### src/rtl/idli_pkg.sv
// Shared idli types and constants; this slice carries the SQI memory controller additions.
package idli_pkg;

  localparam int unsigned NIB_W        = 4;
  localparam int unsigned DATA_W       = 16;
  localparam int unsigned CTR_W        = 2;
  localparam int unsigned SQI_SR_W     = 24;
  localparam int unsigned SQI_PHASE_W  = 4;
  localparam int unsigned SQI_CMD_LEN  = 2;
  localparam int unsigned SQI_ADDR_LEN = 6;
  localparam int unsigned SQI_INIT_LEN = 8;

  typedef logic [CTR_W-1:0]  ctr_t;
  typedef logic [DATA_W-1:0] data_t;
  typedef logic [NIB_W-1:0]  nib_t;

  typedef enum logic [2:0] {INIT, GAP, CMD, ADDR, DUMMY, DATA} sqi_state_t;
  typedef enum logic {SQI_OP_RD, SQI_OP_WR} sqi_op_t;

  // Pending memory transaction, issued at the next GAP
  typedef struct packed {
    sqi_op_t op;
    data_t   waddr;
  } sqi_req_t;

  localparam logic [7:0] SQI_CMD_RD   = 8'h03;
  localparam logic [7:0] SQI_CMD_WR   = 8'h02;
  localparam logic [7:0] SQI_CMD_EQIO = 8'h38;

  // Memory is byte addressed; the core works in 16b words
  function automatic logic [SQI_SR_W-1:0] sqi_byte_addr(input data_t waddr);
    return {7'b0, waddr, 1'b0};
  endfunction

  // Command byte left-aligned so it leaves the shifter first
  function automatic logic [SQI_SR_W-1:0] sqi_cmd_word(input logic [7:0] cmd);
    return {cmd, 16'h0000};
  endfunction

endpackage

### src/rtl/idli_sqi_shift_m.sv
// Load/shift-out register for SQI command and address phases (and the bit-serial EQIO byte).
module idli_sqi_shift_m
  import idli_pkg::*;
#(
  parameter logic [SQI_SR_W-1:0] RST_VAL = '0
) (
  input  logic                i_clk,
  input  logic                i_rst_n,
  input  logic                i_load,
  input  logic [SQI_SR_W-1:0] i_load_val,
  input  logic                i_shift_nib,
  input  logic                i_shift_bit,
  output nib_t                o_nib
);

  logic [SQI_SR_W-1:0] sr_q;
  logic [SQI_SR_W-1:0] sr_d;

  // Load wins over shift so the address can follow the last command nibble
  always_comb begin
    sr_d = sr_q;
    if (i_load) begin
      sr_d = i_load_val;
    end else if (i_shift_nib) begin
      sr_d = {sr_q[SQI_SR_W-NIB_W-1:0], NIB_W'(0)};
    end else if (i_shift_bit) begin
      sr_d = {sr_q[SQI_SR_W-2:0], 1'b0};
    end
  end

  always_ff @(posedge i_clk or negedge i_rst_n) begin
    if (!i_rst_n) begin
      sr_q <= RST_VAL;
    end else begin
      sr_q <= sr_d;
    end
  end

  assign o_nib = sr_q[SQI_SR_W-1 -: NIB_W];

endmodule

### src/rtl/idli_sqi_ctrl_m.sv
// SQI memory sequencer: fetch stream, load/store redirects and the 4-GCK sync counter.
// IDLI_SQI_QUAD_INIT_EN adds an INIT phase sending EQIO bit-serially after reset.
module idli_sqi_ctrl_m
  import idli_pkg::*;
#(
  parameter data_t       RST_ADDR  = 16'h0000,
  parameter int unsigned DUMMY_CYC = 2
) (
  input  logic  i_de_gck,
  input  logic  i_de_rst_n,
  output logic  o_sq_cs_n,
  output nib_t  o_sq_sio,
  output logic  o_sq_sio_oe,
  input  nib_t  i_sq_sio,
  input  logic  i_sq_redir,
  input  logic  i_sq_redir_wr,
  input  nib_t  i_sq_addr,
  input  nib_t  i_sq_wdata,
  output ctr_t  o_de_ctr,
  output data_t o_de_enc,
  output logic  o_de_enc_vld
);

`ifdef IDLI_SQI_QUAD_INIT_EN
  localparam bit INIT_EN = 1'b1;
`else
  localparam bit INIT_EN = 1'b0;
`endif

  localparam sqi_state_t          RST_STATE = INIT_EN ? INIT : GAP;
  localparam logic [SQI_SR_W-1:0] SR_RST    = INIT_EN ? sqi_cmd_word(SQI_CMD_EQIO) : '0;
  localparam sqi_req_t            RST_REQ   = '{op: SQI_OP_RD, waddr: RST_ADDR};

  sqi_state_t               state_q, state_d;
  logic [SQI_PHASE_W-1:0]   phase_q, phase_d;
  ctr_t                     ctr_q, ctr_d;
  sqi_req_t                 req_q, req_d;
  logic [DATA_W-NIB_W-1:0]  addr_q, addr_d;
  data_t                    enc_q, enc_d;
  data_t                    enc_c;

  logic                     sh_load;
  logic [SQI_SR_W-1:0]      sh_val;
  logic                     sh_nib;
  logic                     sh_bit;
  nib_t                     sh_out;
  logic                     rd_c;

  assign rd_c = (req_q.op == SQI_OP_RD);

  idli_sqi_shift_m #(.RST_VAL(SR_RST)) u_shift (
    .i_clk       (i_de_gck),
    .i_rst_n     (i_de_rst_n),
    .i_load      (sh_load),
    .i_load_val  (sh_val),
    .i_shift_nib (sh_nib),
    .i_shift_bit (sh_bit),
    .o_nib       (sh_out)
  );

  // State register
  always_ff @(posedge i_de_gck or negedge i_de_rst_n) begin
    if (!i_de_rst_n) begin
      state_q <= RST_STATE;
      phase_q <= '0;
      ctr_q   <= '0;
      req_q   <= RST_REQ;
      addr_q  <= '0;
      enc_q   <= '0;
    end else begin
      state_q <= state_d;
      phase_q <= phase_d;
      ctr_q   <= ctr_d;
      req_q   <= req_d;
      addr_q  <= addr_d;
      enc_q   <= enc_d;
    end
  end

  // Next state, phase/ctr counters and shifter control
  always_comb begin
    state_d = state_q;
    phase_d = phase_q + SQI_PHASE_W'(1);
    ctr_d   = '0;
    req_d   = req_q;
    addr_d  = addr_q;
    enc_d   = enc_q;
    sh_load = 1'b0;
    sh_val  = '0;
    sh_nib  = 1'b0;
    sh_bit  = 1'b0;
    case (state_q)
      INIT: begin
        sh_bit = 1'b1;
        if (phase_q == SQI_PHASE_W'(SQI_INIT_LEN - 1)) begin
          state_d = GAP;
          phase_d = '0;
        end
      end
      GAP: begin
        sh_load = 1'b1;
        sh_val  = sqi_cmd_word(rd_c ? SQI_CMD_RD : SQI_CMD_WR);
        state_d = CMD;
        phase_d = '0;
      end
      CMD: begin
        sh_nib = 1'b1;
        if (phase_q == SQI_PHASE_W'(SQI_CMD_LEN - 1)) begin
          sh_load = 1'b1;
          sh_val  = sqi_byte_addr(req_q.waddr);
          state_d = ADDR;
          phase_d = '0;
        end
      end
      ADDR: begin
        sh_nib = 1'b1;
        if (phase_q == SQI_PHASE_W'(SQI_ADDR_LEN - 1)) begin
          state_d = (rd_c && DUMMY_CYC != 0) ? DUMMY : DATA;
          phase_d = '0;
        end
      end
      DUMMY: begin
        if (phase_q == SQI_PHASE_W'(DUMMY_CYC - 1)) begin
          state_d = DATA;
          phase_d = '0;
        end
      end
      DATA: begin
        phase_d = '0;
        ctr_d   = ctr_q + ctr_t'(1);
        addr_d  = {i_sq_addr, addr_q[DATA_W-NIB_W-1:NIB_W]};
        if (rd_c) begin
          enc_d = enc_c;
        end
        // Redirect only on a word boundary; the address nibble of this cycle is the MSB
        if (i_sq_redir && ctr_q == ctr_t'(3)) begin
          state_d   = GAP;
          req_d.op  = i_sq_redir_wr ? SQI_OP_WR : SQI_OP_RD;
          req_d.waddr = {i_sq_addr, addr_q};
        end
      end
      default: begin
        state_d = GAP;
        phase_d = '0;
      end
    endcase
  end

  // Bus outputs decode straight from state so reset releases the bus immediately
  always_comb begin
    o_sq_cs_n    = 1'b0;
    o_sq_sio     = '0;
    o_sq_sio_oe  = 1'b0;
    o_de_enc_vld = 1'b0;
    enc_c        = enc_q;
    case (state_q)
      INIT: begin
        o_sq_sio_oe = 1'b1;
        o_sq_sio    = {3'b000, sh_out[NIB_W-1]};
      end
      GAP: begin
        o_sq_cs_n = 1'b1;
      end
      CMD, ADDR: begin
        o_sq_sio_oe = 1'b1;
        o_sq_sio    = sh_out;
      end
      DUMMY: begin
        o_sq_sio_oe = 1'b0;
      end
      DATA: begin
        if (rd_c) begin
          enc_c[{ctr_q, 2'b00} +: NIB_W] = i_sq_sio;
          o_de_enc_vld = (ctr_q == ctr_t'(3));
        end else begin
          o_sq_sio_oe = 1'b1;
          o_sq_sio    = i_sq_wdata;
        end
      end
      default: begin
        o_sq_cs_n = 1'b1;
      end
    endcase
  end

  assign o_de_ctr = ctr_q;
  assign o_de_enc = enc_c;

  // Misplaced redirects are dropped; flag them so execute-side bugs are visible
  always_ff @(posedge i_de_gck) begin
    if (i_de_rst_n && i_sq_redir) begin
      assert (state_q == DATA && ctr_q == ctr_t'(3))
        else $warning("idli_sqi_ctrl_m: redirect ignored outside DATA ctr==3");
    end
  end

endmodule
### config.mk
export PLATFORM = sky130hd
export DESIGN_NAME = idli_sqi_ctrl_m
export DESIGN_NICKNAME = d
export VERILOG_FILES = /design/src/rtl/idli_pkg.sv /design/src/rtl/idli_sqi_shift_m.sv /design/src/rtl/idli_sqi_ctrl_m.sv
export SDC_FILE = /design/constraint.sdc
export NUM_CORES = 1
export LEC_CHECK = 0
export CAP_MARGIN = 0
export CELL_PAD_IN_SITES_DETAIL_PLACEMENT = 0
export CELL_PAD_IN_SITES_GLOBAL_PLACEMENT = 1
export CORE_MARGIN = 3
export CORE_UTILIZATION = 36
export CTS_CLUSTER_SIZE = 30
export DETAILED_ROUTE_END_ITERATION = 10
export PLACE_DENSITY_LB_ADDON = 0.1
export SYNTH_ARGS = -nofsm -noshare
export SYNTH_HDL_FRONTEND = slang
export SYNTH_HIERARCHICAL = 1
export SYNTH_SLANG_ARGS = --single-unit
### constraint.sdc
create_clock -name i_de_gck -period 3.4 [get_ports i_de_gck]
set_input_delay 0.68 -clock i_de_gck [delete_from_list [all_inputs] [get_ports i_de_gck]]
set_output_delay 0.68 -clock i_de_gck [all_outputs]
set_load 0.01 [all_outputs]
==> results of run 1 <==
==> stage by stage <==
step / worst slack [ns] / power [mW] / hold WS (ns) / cell area, um^2
3_5_place_dp: 0.438 / 2.50 / 0.481 / 4610
2_1_floorplan: 0.957 / 2.22 / 0.384 / 4190
6_report: 0.175 / 3.59 / 0.493 / 4960
3_3_place_gp: 0.436 / 2.49 / 0.478 / 4610
5_1_grt: 0.00404 / 3.81 / 0.514 / 4960
4_1_cts: 0.0621 / 3.63 / 0.495 / 4950
==> synth_stat cells (all sizes together) (5+ instances only) <==
library cell | count | area, um^2
ha | 7 | 87.6
inv | 9 | 33.8
a21oi | 21 | 143
dfrtp | 77 | 1930
a21bo | 8 | 80.1
clkbuf | 7 | 27.5
nor2b | 5 | 38.8
a22oi | 24 | 180
and2 | 17 | 106
mux2 | 29 | 327
a22o | 17 | 149
o21ai | 29 | 149
nand4 | 6 | 52.6
nand2 | 17 | 63.8
buf | 25 | 190
and3b | 18 | 158
mux2i | 11 | 110
==> cell type report <==
type | count | area, um^2
clock buffer | 11 | 233
clock inverter | 5 | 108
fill | 1059 | 6120
inverter | 9 | 33.8
multi-input combinational | 252 | 1990
sequential | 78 | 1950
tap | 140 | 175
timing repair buffer | 49 | 465
==> cells in the final DEF, fill, tap and decap left out, types with 17 or more instances in the layout <==
master,Yosys,layout
dfrtp_1,77,76
clkdlybuf4s50_1,0,39
mux2_2,29,29
a22oi_1,24,24
o21ai_1,22,22
and3b_1,18,18
and2_1,17,17
nand2_1,17,17
a22o_1,17,17
==> how the worst max path moves through the flow <==
stage	start	to	cells past startpoint
floorplan	o_de_ctr[0]	o_de_enc[12]	6
global placement	o_de_ctr[0]	o_de_enc[15]	7
detailed placement	o_de_ctr[0]	o_de_enc[15]	7
CTS	o_de_ctr[0]	o_de_enc[11]	6
global route	o_de_ctr[0]	o_de_enc[11]	6
finish	state_q[0]	o_de_enc[15]	5
==> state kept, by name (all words and copies together), names as in the netlist <==
name / flops
addr_q: 12
enc_q: 16
o_de_ctr: 2
phase_q: 4
req_q: 17
state_q: 3
u_shift/sr_q: 24
==> power breakdown <==
group	total (mW)	leakage, nW	internal, mW	switching (mW)
sequential	1.34	0.991	1.15	0.191
combinational	1.14	1.01	0.530	0.610
clock	1.11	0.164	0.721	0.386
total	3.59	2.16	2.40	1.19
==> layer usage <==
metal  share of wire  vias to the layer above
met5               0                        -
met4          0.0076                        0
met3           0.043                        5
met2            0.45                       45
met1            0.50                     1407
li1                -                     1396
==> logic make-up (layout without fill, tap and decap cells) <==
logic type	count (synthesis)	after routing	synth area share
compound gates	110	110	0.192
simple gates	86	86	0.148
flops	78	78	0.469
buf+inv	41	74	0.0604
mux	40	40	0.105
fa+ha+maj	7	7	0.0210
xor+xnor	2	2	0.00421
other cells	1	7	0.000901
==> critical path, cell delays in order, from the launching register on <==
cell and delay (ns):
dfstp_2 0.70, or2b_1 0.29, nor3_1 0.20, buf_4 0.23, mux2i_1 0.23, clkdlybuf4s50_1 0.56
==> impl_metrics.py, run 1 <==
metrics = {
    "drt": {
        "vias_per_cell": 5.24,
        "wl_mm": 9.02,
        "drt_iter0_drc": 160,
        "antenna_left": 0,
        "vias": 2853,
        "route.detailed.drc": 0,
        "drt-pass1-iter-count": 4,
        "wl_per_cell_um": 16.6,
    },
    "finish": {
        "nets": 422,
        "area_growth_pct": 19.1,
        "utilization": 0.447,
        "drive_gt1_frac": 0.205,
        "fin_cells": 544,
        "antenna_cells": 0,
    },
    "grt": {
        "antenna_found_initial": 0,
        "globalRouteOverflowTotal": 0,
        "busiest_layer": "met1",
        "grt_pass1_vias": 2871,
        "grtUsageMet1": 0.223,
        "grtUsageMet3": 0.0371,
        "grt_max_degree": 79,
        "grt_pass1_wl_mm": 15.4,
        "grt_usage": 0.149,
        "use_met2": 0.211,
    },
    "critical_path": {
        "worstPathArrival_ns": 2.55,
        "worstPathRequired_ns": 2.72,
        "critPathKind": "reg -> out",
        "rr_worst_depth": 8,
        "ff2ff_setup_slack_ns": 0.89,
        "end_kind": "output pin",
        "crit_path_max_fanout": 15,
        "r2r_end": "u_shift/sr_q[5]",
        "r2r-start": "phase_q[0]",
        "start_kind": "flop",
    },
    "timing": {
        "rsz0062_at_grt": "false",
        "finalCritPeriodShare": 0.949,
        "worst_pin_slew_ns": 1.03,
        "finalHoldViolations": 0,
        "min_period_ns": 3.23,
        "setup_violations": 0,
        "fin_setup_tns_ns": 0,
        "fmax_ghz": 0.310,
        "fin_skew_ns": 0.00917,
        "drv_slew": 0,
        "slew-limit-headroom": 0.311,
    },
    "synthesis": {
        "async_reset_ff_frac": 1.00,
        "ys_seq_area_frac": 0.469,
        "syn-cell-area_um2": 4160,
        "yosys_warnings": 6,
        "syn_inst": 365,
        "synth-seq-cells": 78,
        "synth_top_flop_cell": "dfrtp_1",
        "avgSynthCellArea_um2": 11.4,
        "synth_cell_type_count": 51,
        "synth_enable_flop_cells": 0,
    },
    "clocking": {
        "cts.sinks": 78,
        "h-tree-depth": 3,
        "cts_tree": "built",
        "cts-root-buf": "clkbuf_16",
        "cts_buffer_depth": 2,
        "cts_resized": 0,
        "numCtsBuffers": 9,
        "postCtsHoldBufs": 0,
        "clk_pin_slew_worst_paths_ns": 0.06,
        "insertion_delay_ns": 0.33,
        "cts_setup_buffers": 0,
    },
    "place": {
        "port_buffers": 40,
        "gp_congestion": 0.696,
        "dp.cells": 528,
        "hpwl_mm": 5.77,
    },
    "floorplan": {
        "die_y_um": 114,
        "core_um2": 11100,
        "die_w_um": 114,
        "rows": 38,
        "initial_core_util": 0.376,
        "io_pins": 41,
        "die-area_um2": 12900,
    },
    "power": {
        "leakage_nw": 2.16,
        "ir_drop_mv": 0.401,
        "powerDensity_nw_per_um2": 723,
    },
    "min_path": {
        "hold_end": "phase_q[0]",
        "worstHoldPathType": "reg -> reg",
        "hold_start": "phase_q[0]",
        "holdPathStages": 1,
    },
    "run_status": {
        "outcome": "complete, no violations",
    },
    "job": {
        "maxCapViolations": 0,
    },
}
Power figures use the tool's default switching activity.
==> run 2: changes to the inputs <==
--- a/config.mk
+++ b/config.mk
@@ -5,11 +5,13 @@
 export SDC_FILE = /design/constraint.sdc
 export NUM_CORES = 1
 export LEC_CHECK = 0
+export ABC_CLOCK_PERIOD_IN_PS = 3400
 export CAP_MARGIN = 0
 export CELL_PAD_IN_SITES_DETAIL_PLACEMENT = 0
 export CELL_PAD_IN_SITES_GLOBAL_PLACEMENT = 1
 export CORE_MARGIN = 3
 export CORE_UTILIZATION = 36
+export CTS_CLUSTER_DIAMETER = 120
 export CTS_CLUSTER_SIZE = 30
 export DETAILED_ROUTE_END_ITERATION = 10
 export PLACE_DENSITY_LB_ADDON = 0.1
==> results of run 2 <==
Same layout as run 1: the final DEF is identical, and so are final timing and power.
